$ cat config.mk
export PLATFORM = sky130hd
export DESIGN_NAME = alu_issue
export DESIGN_NICKNAME = d
export VERILOG_FILES = /design/src/rtl/alu_issue.sv
export SDC_FILE = /design/constraint.sdc
export NUM_CORES = 1
export LEC_CHECK = 0
export ABC_AREA = 1
export BUFFER_PORTS_ARGS = -buffer_cell sky130_fd_sc_hd__clkbuf_2
export CAP_MARGIN = 20
export CORE_MARGIN = 2
export CORE_UTILIZATION = 40
export DETAILED_ROUTE_END_ITERATION = 10
export GPL_TIMING_DRIVEN = 0
export MAX_ROUTING_LAYER = met4
export PLACE_DENSITY = 0.71
export REMOVE_ABC_BUFFERS = 1
export SYNTH_ARGS = -nofsm -noshare
export SYNTH_HDL_FRONTEND = slang
export SYNTH_SLANG_ARGS = --single-unit
$ cat constraint.sdc
create_clock -name clk -period 6.5 [get_ports clk]
set_input_delay 1.625 -clock clk [delete_from_list [all_inputs] [get_ports clk]]
set_output_delay 1.625 -clock clk [all_outputs]
set_load 0.02 [all_outputs]
$ cat src/rtl/alu_issue.sv
// Issue stage for a 4-entry register file: LDI retires in one cycle, ALU ops go IDLE->EXEC->WB
// with operands captured at transfer; done/illegal/zero/retired are registered status outputs.
module alu_issue (
    input  logic       clk,
    input  logic       rst,
    input  logic       instr_valid,
    output logic       instr_ready,
    input  logic [7:0] instr_op,
    input  logic [1:0] instr_rd,
    input  logic [1:0] instr_rs1,
    input  logic [1:0] instr_rs2,
    input  logic [7:0] instr_imm,
    output logic [7:0] alu_op,
    output logic [7:0] alu_in1,
    output logic [7:0] alu_in2,
    input  logic [7:0] alu_result,
    input  logic [1:0] rd_sel,
    output logic [7:0] rd_data,
    output logic       done,
    output logic       illegal,
    output logic       zero,
    output logic [7:0] retired
);

    typedef enum logic [1:0] {IDLE, EXEC, WB} state_t;

    localparam logic [7:0] OP_LDI = 8'h20;

    state_t     state_q, state_d;
    logic [7:0] regs_q [4];
    logic [7:0] regs_d [4];
    logic [7:0] alu_op_q, alu_op_d;
    logic [7:0] alu_in1_q, alu_in1_d;
    logic [7:0] alu_in2_q, alu_in2_d;
    logic [1:0] rd_q, rd_d;
    logic       done_q, done_d;
    logic       illegal_q, illegal_d;
    logic       zero_q, zero_d;
    logic [7:0] retired_q, retired_d;
    logic       xfer;
    logic       op_is_alu;

    always_comb begin
        op_is_alu = 1'b0;
        case (instr_op)
            8'h01, 8'h02, 8'h0E, 8'h0F, 8'h10, 8'h11: op_is_alu = 1'b1;
            default:                                  op_is_alu = 1'b0;
        endcase
    end

    // Ready is masked by rst so nothing transfers while reset is held.
    assign instr_ready = (state_q == IDLE) && !rst;
    assign xfer        = instr_valid && instr_ready;

    always_comb begin
        state_d   = state_q;
        for (int i = 0; i < 4; i++) regs_d[i] = regs_q[i];
        alu_op_d  = 8'h00;
        alu_in1_d = 8'h00;
        alu_in2_d = 8'h00;
        rd_d      = rd_q;
        done_d    = 1'b0;
        illegal_d = 1'b0;
        zero_d    = zero_q;
        retired_d = retired_q;
        case (state_q)
            IDLE: begin
                if (xfer) begin
                    if (op_is_alu) begin
                        // Operands are read before any write lands, so rd==rs sees the old value.
                        alu_op_d  = instr_op;
                        alu_in1_d = regs_q[instr_rs1];
                        alu_in2_d = regs_q[instr_rs2];
                        rd_d      = instr_rd;
                        state_d   = EXEC;
                    end else if (instr_op == OP_LDI) begin
                        regs_d[instr_rd] = instr_imm;
                        done_d           = 1'b1;
                        zero_d           = (instr_imm == 8'h00);
                        retired_d        = retired_q + 8'd1;
                    end else begin
                        illegal_d = 1'b1;
                    end
                end
            end
            EXEC: begin
                state_d = WB;
            end
            WB: begin
                regs_d[rd_q] = alu_result;
                done_d       = 1'b1;
                zero_d       = (alu_result == 8'h00);
                retired_d    = retired_q + 8'd1;
                state_d      = IDLE;
            end
            default: begin
                state_d = IDLE;
            end
        endcase
    end

    always_ff @(posedge clk or posedge rst) begin
        if (rst) begin
            state_q   <= IDLE;
            for (int i = 0; i < 4; i++) regs_q[i] <= 8'h00;
            alu_op_q  <= 8'h00;
            alu_in1_q <= 8'h00;
            alu_in2_q <= 8'h00;
            rd_q      <= 2'd0;
            done_q    <= 1'b0;
            illegal_q <= 1'b0;
            zero_q    <= 1'b0;
            retired_q <= 8'h00;
        end else begin
            state_q   <= state_d;
            for (int i = 0; i < 4; i++) regs_q[i] <= regs_d[i];
            alu_op_q  <= alu_op_d;
            alu_in1_q <= alu_in1_d;
            alu_in2_q <= alu_in2_d;
            rd_q      <= rd_d;
            done_q    <= done_d;
            illegal_q <= illegal_d;
            zero_q    <= zero_d;
            retired_q <= retired_d;
        end
    end

    assign alu_op  = alu_op_q;
    assign alu_in1 = alu_in1_q;
    assign alu_in2 = alu_in2_q;
    assign rd_data = regs_q[rd_sel];
    assign done    = done_q;
    assign illegal = illegal_q;
    assign zero    = zero_q;
    assign retired = retired_q;

endmodule

==> metrics <==
r2r setup slk=4.66 ns; port bufs=around 80; Hold Startpoint=state_q[1]$_DFFE_PP0P_; Hold Fails Final Rpt=0; arrival time worst endpoint=approximately 3 ns; count of final max-slew check failures=0; delay-heaviest family, CP=buffers and inverters; Syn Inst Count=around 560; DP Wirelength=8347 um; Hold Path Depth=1; first-pass GRT wire length=between 15000 and 20000 um; clk buf depth=2; Tot Pwr=approximately 0.0010 W; vias per std cell=about 5.3; antenna viol nets, final=0; Placer Congestion=~0.88; final WL=roughly 12000 um; skew final=between 0.01 and 0.015 ns; outcome=finished clean; overflow left after global routing=0; post-cts sizing count=0; Iteration-0 DRC Markers=around 290; die area=around 11000 sq um; TritonRoute pass-1 iters=5; Worst R2R End=regs_q[17]$_DFFE_PP0P_; n_diodes=0; final setup TNS=0 ns; Static Leak=between 2 and 3 nW; post-synthesis mux area share=0%; Final setup viols=0; Critical Path Sink Type=primary output; Root Buffer=clkbuf_8; Cell Count Post-Placement=about 760; fin cells=773; most common cell after layout, fill and taps aside=nand2_1; syn_area_per_cell=7.282 sq um; P&R area growth vs syn=17.73%; main combinational cell family by area after synthesis=simple AND/OR/NAND/NOR gates; Hold Buf Count CTS=0; FP Rows=36; Top-Level Pins=between 70 and 80; Initial Util=41.49%; crit path max fanout=24; DR DRC count=0; critical path required time=about 4.9 ns; reg2reg path depth=7; hold_ws=between 0.4 and 0.5 ns; FMAX=roughly 220 MHz; total CTS buffers=9; Final min period=~4.6 ns; Post-Synth Adder-Cell Area=less than 1%; Hold Path End=state_q[1]$_DFFE_PP0P_; final core utilization=48.85%; Clock Latency Late Sink=about 0.36 ns; Startpoint Class=primary input; XOR/XNOR share of the synthesized area=less than 1%; Reg clk slew, reported paths=~0.090 ns; vias in the first global route=around 3800; Ys Warns=0; min-delay worst type=reg -> reg; Critical Path Max Stage Delay=0.50 ns; chip height=105.2 um; post-synthesis cell type count=26; CORE AREA=9864 sq um; WS Path Type=in -> out; GRT Util Overall=between 20% and 30%; Die Width=about 110 um; worst slew pin tran=roughly 0.73 ns; power per cell area=between 200 and 250 nW/um^2; RSZ-0062 raised after global routing=no; Final Net Count=about 670; Critical R2R Launch=state_q[0]$_DFFE_PP0P_; Post-Syn Area=4093 sq um; most frequent cells in the layout=nand2_1 (157), clkbuf_2 (78), dfrtp_1 (71); Routed WL per cell=between 15 and 20 um; H-tree Lvls=3; Max transition margin=~51%; layout cells sized above 1=between 10% and 20%; WP buf/inv=3; CP cell instances=clkbuf_2 > inv_1 > o21ai_0 > o21ai_0 > clkbuf_2; CTS sink count=a little over 70; period utilization=70.19%; max-cap viol count=0; slowest CP cell=inv_1; post-synthesis compound-gate area fraction=a little over an eighth; simple-gate area share of the yosys netlist=34.52%; Layout fillers=974; largest net degree at the start of global routing=73; initial antenna violation count=0; post-synthesis sequential area ratio=43.41%; Post-CTS Setup Bufs=0; Worst VDD drop=roughly 0.13 mV; Yosys reg bits=71; Via Count=about 4000; CTS tree=yes
-- per-stage QoR --
step | instance area, sq um | setup slack [ns]
2_1_floorplan | 3986 | 1.231
3_3_place_gp | 4543 | 0.4378
3_5_place_dp | 4573 | 1.984
4_1_cts | 4818 | 1.990
5_1_grt | 4818 | 1.823
6_report | 4818 | 1.938
-- cells in the mapped netlist --
cell      count  area (sq um)
ha_1          1         12.51
clkbuf_1      7         26.28
nand2_2       9         56.30
inv_1        53         198.9
nand3_4       4         70.07
xnor2_1       1         8.760
o22ai_1      32         200.2
dfrtp_1      71          1777
buf_6         4         45.04
nand3b_1      1         7.510
nand2_1     157         589.3
nor2_1       66         247.7
buf_4         1         7.510
inv_2         1         3.750
nor2_2        4         25.02
nand4_4       1         21.27
conb_1        1         3.750
nor2_8        2         40.04
nand3_1      64         320.3
nand4_1       3         18.77
o21ai_0      43         215.2
a21oi_1      24         120.1
buf_2         7         35.03
nor3_1        1         5.000
xor2_1        3         26.28
nand2_4       1         11.26
-- flip-flops by register name (all words and copies together) (netlist names) --
name and count:
state_q 2, alu_in1 8, illegal 1, rd_q 2
regs_q 32, retired 8, alu_op 8, zero 1
alu_in2 8, done 1
-- worst max path at each step --
stage	start	to	slack, ns	cells after the start
4_1_cts	rd_sel[0]	rd_data[2]	1.99	5
6_report	rd_sel[0]	rd_data[2]	1.94	5
5_1_grt	rd_sel[0]	rd_data[5]	1.82	5
3_3_place_gp	rst	instr_ready	0.44	5
2_1_floorplan	rst	instr_ready	1.23	3
3_5_place_dp	rd_sel[0]	rd_data[2]	1.98	5
-- cell type report --
cell class                      count  area [sq um]  share of cell area [%]
Timing Repair Buffer               79         417.9                   8.673
Sequential cell                    71          1777                   36.87
Multi-Input combinational cell    420          2007                   41.65
Clock buffer                        9         123.9                   2.571
Clock inverter                      7         121.4                   2.519
Inverter                           54         205.2                   4.259
Tap cell                          133         166.4                   3.454
-- power breakdown --
group	internal, W	switching (W)	total (W)	leakage [nW]
combinational	0.0000387	0.0000866	0.000125	1.48
sequential	0.000450	0.0000101	0.000460	0.981
clock	0.000256	0.000183	0.000439	0.123
-- metal layers --
| layer | vias to the layer above | wire length, um | share of wire (%) | global-route usage [%] |
|---|---|---|---|---|
| li1 | 1988 | - | - | - |
| met1 | 1900 | 5199 | 44 | 30.27 |
| met2 | 195 | 5392 | 46 | 34.55 |
| met3 | 35 | 787 | 6.7 | 4.055 |
| met4 | 0 | 405 | 3.4 | 9.905 |
| met5 | - | 0 | 0 | - |
-- cell families after synthesis --
| family | count (synthesis) |
|---|---|
| buffers and inverters | 73 |
| adder cells (fa/ha/maj) | 1 |
| AO/OA/AOI/OAI | 99 |
| XOR/XNOR | 4 |
| flip-flops | 71 |
| other | 1 |
| AND/OR/NAND/NOR | 313 |
-- worst register-to-register path, delay by kind of cell (launching register included) --
kind / cells / cell delay [ns]
flops: 1 / 0.39
buf+inv: 2 / 0.32
simple gates: 5 / 1.07
Power figures use the tool's default switching activity.
